<file path="config.mk">
export PLATFORM = sky130hd
export DESIGN_NAME = pcpi_simd_unit_flat
export DESIGN_NICKNAME = d
export VERILOG_FILES = /design/src/rtl/pcpi_simd_pkg.sv /design/src/rtl/pcpi_simd_unit_if.sv /design/src/rtl/pcpi_simd_lane_alu.sv /design/src/rtl/pcpi_simd_unit.sv /design/src/flat_wrapper.sv
export SDC_FILE = /design/constraint.sdc
export NUM_CORES = 1
export LEC_CHECK = 0
export CAP_MARGIN = 20
export CORE_UTILIZATION = 30
export DETAILED_ROUTE_END_ITERATION = 12
export SLEW_MARGIN = 20
export SYNTH_ARGS = -nofsm -noshare
export SYNTH_HDL_FRONTEND = slang
export SYNTH_SLANG_ARGS = --single-unit
</file>
<file path="constraint.sdc">
create_clock -name clk -period 26.7 [get_ports clk]
set_input_delay 5.34 -clock clk [delete_from_list [all_inputs] [get_ports clk]]
set_output_delay 5.34 -clock clk [all_outputs]
set_load 0.005 [all_outputs]
</file>
<file path="src/rtl/pcpi_simd_pkg.sv">
// Shared definitions for the PCPI packed-SIMD co-processor:
// opcode default, funct7 op codes, FSM states and lane count.
package pcpi_simd_pkg;

    localparam logic [6:0] CUSTOM_OPCODE_DEF = 7'b0001011;
    localparam int LANES = 4;

    typedef enum logic [2:0] {
        OP_VADD8   = 3'd0,
        OP_VSUB8   = 3'd1,
        OP_VMAXU8  = 3'd2,
        OP_VMINU8  = 3'd3,
        OP_VSAD8   = 3'd4,
        OP_VDOT8S  = 3'd5,
        OP_VDOTA   = 3'd6,
        OP_VACCCLR = 3'd7
    } op_e;

    typedef enum logic [1:0] {
        S_IDLE = 2'd0,
        S_EXEC = 2'd1,
        S_RESP = 2'd2,
        S_HOLD = 2'd3
    } state_e;

    // Ops that reduce across lanes and may run one lane per cycle
    function automatic logic is_reduce(input op_e op);
        return (op == OP_VSAD8) || (op == OP_VDOT8S) || (op == OP_VDOTA);
    endfunction

endpackage

</file>
<file path="src/rtl/pcpi_simd_unit_if.sv">
// PCPI handshake bundle between the core (master) and the
// SIMD co-processor (slave).
interface pcpi_simd_unit_if;
    logic        pcpi_valid;
    logic [31:0] pcpi_insn;
    logic [31:0] pcpi_rs1;
    logic [31:0] pcpi_rs2;
    logic        pcpi_wr;
    logic [31:0] pcpi_rd;
    logic        pcpi_wait;
    logic        pcpi_ready;

    modport master (
        output pcpi_valid, pcpi_insn, pcpi_rs1, pcpi_rs2,
        input  pcpi_wr, pcpi_rd, pcpi_wait, pcpi_ready
    );

    modport slave (
        input  pcpi_valid, pcpi_insn, pcpi_rs1, pcpi_rs2,
        output pcpi_wr, pcpi_rd, pcpi_wait, pcpi_ready
    );
endinterface

</file>
<file path="src/rtl/pcpi_simd_lane_alu.sv">
// One byte lane: wrap add/sub, unsigned |diff|, min/max and
// signed 8x8 product.
module pcpi_simd_lane_alu (
    input  logic [7:0]  i_a,
    input  logic [7:0]  i_b,
    output logic [7:0]  o_sum,
    output logic [7:0]  o_diff,
    output logic [7:0]  o_absd,
    output logic [7:0]  o_min,
    output logic [7:0]  o_max,
    output logic [15:0] o_prod
);
    logic        w_ge;
    logic [15:0] w_sa;
    logic [15:0] w_sb;

    assign w_ge   = (i_a >= i_b);
    assign w_sa   = {{8{i_a[7]}}, i_a};
    assign w_sb   = {{8{i_b[7]}}, i_b};
    assign o_sum  = i_a + i_b;
    assign o_diff = i_a - i_b;
    assign o_absd = w_ge ? (i_a - i_b) : (i_b - i_a);
    assign o_min  = w_ge ? i_b : i_a;
    assign o_max  = w_ge ? i_a : i_b;
    // Low 16 bits of the sign-extended product equal the signed product
    assign o_prod = w_sa * w_sb;
endmodule

</file>
<file path="src/rtl/pcpi_simd_unit.sv">
// PCPI responder claiming custom-0 instructions and returning
// packed 4x8-bit SIMD results, with an optional dot accumulator.
module pcpi_simd_unit
    import pcpi_simd_pkg::*;
#(
    parameter logic [6:0] CUSTOM_OPCODE = CUSTOM_OPCODE_DEF,
    parameter int         LANE_SERIAL   = 1,
    parameter int         ENABLE_ACC    = 1
) (
    input  logic             clk,
    input  logic             resetn,
    pcpi_simd_unit_if.slave  bus,
    output logic             busy
);
    state_e      r_state;
    op_e         r_op;
    logic [1:0]  r_cnt;
    logic [31:0] r_rs1;
    logic [31:0] r_rs2;
    logic [31:0] r_part;
    logic [31:0] r_acc;
    logic [31:0] r_rd;
    logic        r_wait;
    logic        r_ready;
    logic        r_wr;

    logic [6:0]  w_f7;
    logic        w_match;
    logic        w_last;
    logic [31:0] w_add;
    logic [31:0] w_sub;
    logic [31:0] w_min;
    logic [31:0] w_max;
    logic [7:0]  w_absd [LANES];
    logic [15:0] w_prod [LANES];
    logic [31:0] w_sad_all;
    logic [31:0] w_dot_all;
    logic [31:0] w_term;
    logic [31:0] w_ser_sum;
    logic [31:0] w_sad;
    logic [31:0] w_dot;
    logic [31:0] w_res;
    logic [31:0] w_acc_nx;

    assign w_f7    = bus.pcpi_insn[31:25];
    assign w_match = (bus.pcpi_insn[6:0] == CUSTOM_OPCODE)
                  && (bus.pcpi_insn[14:12] == 3'b000)
                  && (w_f7[6:3] == 4'd0)
                  && ((ENABLE_ACC != 0) || (w_f7[2:1] != 2'b11));

    genvar g;
    for (g = 0; g < LANES; g++) begin : g_lane
        pcpi_simd_lane_alu u_alu (
            .i_a    (r_rs1[8*g +: 8]),
            .i_b    (r_rs2[8*g +: 8]),
            .o_sum  (w_add[8*g +: 8]),
            .o_diff (w_sub[8*g +: 8]),
            .o_absd (w_absd[g]),
            .o_min  (w_min[8*g +: 8]),
            .o_max  (w_max[8*g +: 8]),
            .o_prod (w_prod[g])
        );
    end

    // Cross-lane reductions: full adder tree or one lane per cycle
    always_comb begin
        w_sad_all = '0;
        w_dot_all = '0;
        for (int i = 0; i < LANES; i++) begin
            w_sad_all = w_sad_all + {24'd0, w_absd[i]};
            w_dot_all = w_dot_all
                      + {{16{w_prod[i][15]}}, w_prod[i]};
        end
        if (r_op == OP_VSAD8) begin
            w_term = {24'd0, w_absd[r_cnt]};
        end else begin
            w_term = {{16{w_prod[r_cnt][15]}}, w_prod[r_cnt]};
        end
        w_ser_sum = r_part + w_term;
        w_sad = (LANE_SERIAL != 0) ? w_ser_sum : w_sad_all;
        w_dot = (LANE_SERIAL != 0) ? w_ser_sum : w_dot_all;
    end

    assign w_last = (LANE_SERIAL == 0) || !is_reduce(r_op)
                 || (r_cnt == 2'(LANES - 1));

    // Final result and next accumulator value for the latched op
    always_comb begin
        w_res    = '0;
        w_acc_nx = r_acc;
        unique case (r_op)
            OP_VADD8:   w_res = w_add;
            OP_VSUB8:   w_res = w_sub;
            OP_VMAXU8:  w_res = w_max;
            OP_VMINU8:  w_res = w_min;
            OP_VSAD8:   w_res = w_sad;
            OP_VDOT8S:  w_res = w_dot;
            OP_VDOTA: begin
                w_res    = r_acc + w_dot;
                w_acc_nx = r_acc + w_dot;
            end
            OP_VACCCLR: begin
                w_res    = r_acc;
                w_acc_nx = '0;
            end
        endcase
    end

    // Handshake FSM with registered PCPI outputs
    always_ff @(posedge clk or negedge resetn) begin
        if (!resetn) begin
            r_state <= S_IDLE;
            r_op    <= OP_VADD8;
            r_cnt   <= '0;
            r_rs1   <= '0;
            r_rs2   <= '0;
            r_part  <= '0;
            r_acc   <= '0;
            r_rd    <= '0;
            r_wait  <= 1'b0;
            r_ready <= 1'b0;
            r_wr    <= 1'b0;
        end else begin
            r_ready <= 1'b0;
            r_wr    <= 1'b0;
            r_rd    <= '0;
            unique case (r_state)
                S_IDLE: begin
                    if (bus.pcpi_valid && w_match) begin
                        r_rs1   <= bus.pcpi_rs1;
                        r_rs2   <= bus.pcpi_rs2;
                        r_op    <= op_e'(w_f7[2:0]);
                        r_cnt   <= '0;
                        r_part  <= '0;
                        r_wait  <= 1'b1;
                        r_state <= S_EXEC;
                    end
                end
                S_EXEC: begin
                    if (!bus.pcpi_valid) begin
                        r_wait  <= 1'b0;
                        r_state <= S_IDLE;
                    end else if (!w_last) begin
                        r_part <= w_ser_sum;
                        r_cnt  <= r_cnt + 2'd1;
                    end else begin
                        r_ready <= 1'b1;
                        r_wr    <= 1'b1;
                        r_rd    <= w_res;
                        r_wait  <= 1'b0;
                        r_acc   <= w_acc_nx;
                        r_state <= S_RESP;
                    end
                end
                S_RESP: r_state <= S_HOLD;
                S_HOLD: r_state <= S_IDLE;
            endcase
        end
    end

    assign bus.pcpi_wait  = r_wait;
    assign bus.pcpi_ready = r_ready;
    assign bus.pcpi_wr    = r_wr;
    assign bus.pcpi_rd    = r_rd;
    assign busy           = (r_state != S_IDLE);

endmodule

</file>
<file path="src/flat_wrapper.sv">
// flat-port wrapper written by rule: the top's interface ports become plain ports
module pcpi_simd_unit_flat import pcpi_simd_pkg::*;
#(
    parameter logic [6:0] CUSTOM_OPCODE = CUSTOM_OPCODE_DEF,
    parameter int         LANE_SERIAL   = 1,
    parameter int         ENABLE_ACC    = 1
)
  (clk, resetn, busy, bus_pcpi_valid, bus_pcpi_insn, bus_pcpi_rs1, bus_pcpi_rs2, bus_pcpi_wr, bus_pcpi_rd, bus_pcpi_wait, bus_pcpi_ready);
  pcpi_simd_unit_if bus_i ();
  input  logic clk;
  input  logic resetn;
  output logic busy;
  input wire logic [$bits(bus_i.pcpi_valid)-1:0] bus_pcpi_valid;
  input wire logic [$bits(bus_i.pcpi_insn)-1:0] bus_pcpi_insn;
  input wire logic [$bits(bus_i.pcpi_rs1)-1:0] bus_pcpi_rs1;
  input wire logic [$bits(bus_i.pcpi_rs2)-1:0] bus_pcpi_rs2;
  output wire logic [$bits(bus_i.pcpi_wr)-1:0] bus_pcpi_wr;
  output wire logic [$bits(bus_i.pcpi_rd)-1:0] bus_pcpi_rd;
  output wire logic [$bits(bus_i.pcpi_wait)-1:0] bus_pcpi_wait;
  output wire logic [$bits(bus_i.pcpi_ready)-1:0] bus_pcpi_ready;
  assign bus_i.pcpi_valid = bus_pcpi_valid;
  assign bus_i.pcpi_insn = bus_pcpi_insn;
  assign bus_i.pcpi_rs1 = bus_pcpi_rs1;
  assign bus_i.pcpi_rs2 = bus_pcpi_rs2;
  assign bus_pcpi_wr = bus_i.pcpi_wr;
  assign bus_pcpi_rd = bus_i.pcpi_rd;
  assign bus_pcpi_wait = bus_i.pcpi_wait;
  assign bus_pcpi_ready = bus_i.pcpi_ready;
  pcpi_simd_unit #(.CUSTOM_OPCODE(CUSTOM_OPCODE), .LANE_SERIAL(LANE_SERIAL), .ENABLE_ACC(ENABLE_ACC)) u_core (.clk(clk), .resetn(resetn), .bus(bus_i), .busy(busy));
endmodule
</file>
==> run summary <==
The tree is rooted in a sky130_fd_sc_hd__clkbuf_16. The largest buffer count on any clock path was 2; the post-detailed-route via-to-cell ratio was 5.18. The latest clock arrival within the worst-skew pair came out at 0.52 ns.

For the final database, setup skew stands at 0.0176 ns. For this run, the top clock speed supported by timing is 0.0920 GHz. The leakage power of the design is 12.9 nW, and the largest fanout on the critical path is 9.

In this design, the stage delay of the slowest critical-path cell is 0.58 ns. The worst hold path was traced through 2 stages. For this configuration, the core starts out at a cell density of 30.5%.

After clock tree synthesis, the clock-pin slew on the worst setup and hold paths is 0.08 ns. The filler cells instantiated in the layout total 8183. Setup violations remaining at the end of the flow were counted as 0. Post-CTS setup buffer count: 0. The run gives 46.3% as the clock share of power.

Entering global routing, the biggest net connects 71 pins. The tools report the final max-slew violation count as 0. At the pin with the least slew margin, the transition time is 1.16 ns. The post-CTS resize count is 0. The first-pass GRT wire length was 124000 um. The die width is 286 um, and the switching fraction of total power is 27.4%.

Kind of capture point of the worst setup path: a register. The number of enable flip-flop cells after synthesis works out to 0. Detailed-route via count: 20200. Count of final hold-check violations: 0. The routed length per instance works out to 20.3 um. For the violation count after the first detailed-routing iteration, the log shows 1605. For this run, the register share of the synthesized area comes to 17.4%. The power dissipated by switching net loads was 0.155 mW. Counting the buffers created by CTS gives 17.

The global-route congestion overflow total was 0. The critical path is of the register to register type. The number of cells on the worst reg-to-reg path was 41; the final cell utilization of the core was 34.1%. Summing all multi-input logic gate instances after layout gives 17900 um^2.

In the final layout, the share of cells above drive strength 1 is 6.55%. The number of clock sinks was 169; the design internal power was 0.411 mW. The cell count after synthesis came out at 2770.

Counting instances in the post-synthesis netlist gives the leading cell types as sky130_fd_sc_hd__inv_1, sky130_fd_sc_hd__nor2_1, sky130_fd_sc_hd__ha_1, sky130_fd_sc_hd__fa_1, sky130_fd_sc_hd__nand2_1. In the synthesized netlist the async set-or-reset flop fraction comes to 100%. Final antenna-violating net count: 0. The final layout contains 3434 nets.

Across the run, the number of max-cap violations was 0. The run gives 3360 as the net count of the mapped netlist. The row count was 103. The flow ran to the end, and the final reports show no timing, DRC or antenna violations. For the initial antenna violation count, the log shows 1. Counting distinct cell types in the post-synthesis netlist gives 90. The number of global-route vias before repair is 20300.

Summed over all nets, the half-perimeter wirelength after detailed placement is 63000 um. For the wire length reported by the detailed router, the log shows 79300 um. By area the synthesized netlist is led by sky130_fd_sc_hd__fa_1, sky130_fd_sc_hd__dfrtp_1, sky130_fd_sc_hd__ha_1.

STA puts the critical path data arrival time at 11.26 ns. In this run the tightest slew margin relative to its limit is 22.5%. The area growth from synthesis to layout came out at 11.9%. The Yosys step of the flow raised 0 warnings. The footprint of the flip-flops and latches is 4230 um^2, and the summed negative setup slack over all endpoints is 0 ns.

The post-layout minimum cycle time came out at 10.87 ns. The class of the tightest hold or removal check is register to register. The share of the synthesized area in the top cell type is 19.3%. Sequential cells burn 45.9% of the power. Floorplan die height: 286 um.

The cell that appears most often on the critical path is sky130_fd_sc_hd__inv_1. The share of total power dissipated in combinational logic is 7.8%. For this design, the slowest cell found on the critical path is sky130_fd_sc_hd__dfrtp_1. The tools report the worst voltage drop across the vdd grid as 0.0557 mV. After floorplanning, the core was sized to cover 79500 um^2.

Dividing total power by cell area gives a power density of 20.8 nW/um^2. The share of the clock period used by the worst path after layout works out to 40.7%. The floorplan step defined a die boundary enclosing 82000 um^2. The total routing usage reported by global routing came out at 19.9%. The synthesized design spends more area on one cell type than any other, namely sky130_fd_sc_hd__fa_1. The synthesized netlist occupies a cell area of 24300 um^2.

Setup repair after global routing left no endpoint under its margin. Yosys instantiated no cell more often than sky130_fd_sc_hd__inv_1. In the synthesized netlist the dominant register cell turns out to be sky130_fd_sc_hd__dfrtp_1. The clock tree synthesis step divided the H-tree into 4 levels.

TritonCTS built the clock tree. The final RePlAce weighted congestion is 0.953. For flop-to-flop paths, the worst setup slack is 15.83 ns. The worst path required time is 27.09 ns, and the remaining design rule violation count is 0.

The first detailed-routing pass ran for 5 iterations. The post-synthesis average cell area is 8.76 um^2, and the number of port buffers is 119. The worst setup path is launched from a register. The flip-flop and latch count after synthesis works out to 169.

135 I/O pins were placed. For this design, the CTS-stage hold fixing added 0 buffers.
## critical path: cells and delay by family (launching register included)
kind | cells | cell delay [ns]
buffers and inverters | 6 | 0.89
flip-flops | 1 | 0.58
AND/OR/NAND/NOR | 7 | 1.55
AO/OA/AOI/OAI | 18 | 4.26
XOR/XNOR | 3 | 0.74
adder cells (fa/ha/maj) | 7 | 2.70
## through the flow
stage	hold WS [ns]	instance area (um^2)	cells	total power [mW]	setup WS, ns
global placement	0.490	26600	3875	0.308	15.93
floorplan	0.464	24300	2770	0.278	17.72
CTS	0.513	27100	3906	0.572	15.81
global route	0.548	27100	3906	0.584	15.16
detailed placement	0.492	26600	3875	0.309	15.85
finish	0.511	27200	3908	0.566	15.83
## cell type report
class,count,share of cell area [%]
repair buffers,143,5.06
well taps,1050,4.84
clock buffers,19,1.67
diodes,2,0.0184
inverters,479,6.62
multi-input cells,2034,65.8
clock inverters,12,0.433
flip-flops and latches,169,15.6
## logic make-up after synthesis
| logic type | synth area share (%) |
|---|---|
| adder cells (fa/ha/maj) | 32.6 |
| AO/OA/AOI/OAI | 17.3 |
| AND/OR/NAND/NOR | 11.1 |
| buffers and inverters | 9.00 |
| multiplexers | 5.90 |
| XOR/XNOR | 6.70 |
| flip-flops | 17.4 |
## path summary, 6_finish.rpt
check	endpoint	startpoint
max in group asynchronous	u_core.r_rs1[28]	resetn
worst max register to register	u_core.bus.pcpi_rd[30]	u_core.r_rs2[17]
min in group asynchronous	u_core.r_acc[3]	resetn
worst min-delay path	u_core.r_part[0]	u_core.r_part[0]
worst max-delay path	u_core.bus.pcpi_rd[30]	u_core.r_rs2[17]
worst min register to register	u_core.r_part[0]	u_core.r_part[0]
## power by group through the flow
stage	clock, mW	combinational (mW)	sequential, mW
floorplan	0	0.0141	0.264
global placement	0	0.0437	0.265
detailed placement	0	0.0439	0.265
CTS	0.268	0.0440	0.260
global route	0.277	0.0468	0.260
finish	0.262	0.0440	0.260
## layer usage
metal  GRT usage, %  up-vias  part of all wire (%)
li1               -     9390                     -
met5              0        -                     0
met2           32.7      731                    47
met1           26.2    10000                    42
met4           7.19        0                   3.4
met3           3.21      120                   7.0
## registers in the layout, indices dropped and copies added, names as in the netlist, named ones only
register	count
u_core.r_state	1
u_core.bus.pcpi_ready	1
u_core.r_rs2	32
u_core.r_cnt	2
u_core.r_part	32
u_core.r_rs1	32
u_core.r_op	3
u_core.r_acc	32
u_core.bus.pcpi_rd	32
u_core.bus.pcpi_wait	1
## cell usage in the layout, fill, tap and decap left out, types with 17 or more instances in the layout
cell type	count
sky130_fd_sc_hd__a21o_1	54
sky130_fd_sc_hd__a211oi_1	34
sky130_fd_sc_hd__nor3_1	29
sky130_fd_sc_hd__o21ai_0	125
sky130_fd_sc_hd__buf_4	24
sky130_fd_sc_hd__nor2_1	268
sky130_fd_sc_hd__dfrtp_1	169
sky130_fd_sc_hd__a31oi_1	17
sky130_fd_sc_hd__fa_1	234
sky130_fd_sc_hd__o21a_1	32
sky130_fd_sc_hd__a21oi_1	163
sky130_fd_sc_hd__clkbuf_16	17
sky130_fd_sc_hd__nand2_1	192
sky130_fd_sc_hd__mux2i_1	26
sky130_fd_sc_hd__clkdlybuf4s50_1	118
sky130_fd_sc_hd__ha_1	257
sky130_fd_sc_hd__a221oi_1	33
sky130_fd_sc_hd__xnor2_1	129
sky130_fd_sc_hd__a22o_1	21
sky130_fd_sc_hd__mux2_2	72
sky130_fd_sc_hd__o21bai_1	40
sky130_fd_sc_hd__inv_1	461
sky130_fd_sc_hd__xor2_1	49
sky130_fd_sc_hd__nand3_1	34
Note: power is estimated with default switching activity, not from simulation.
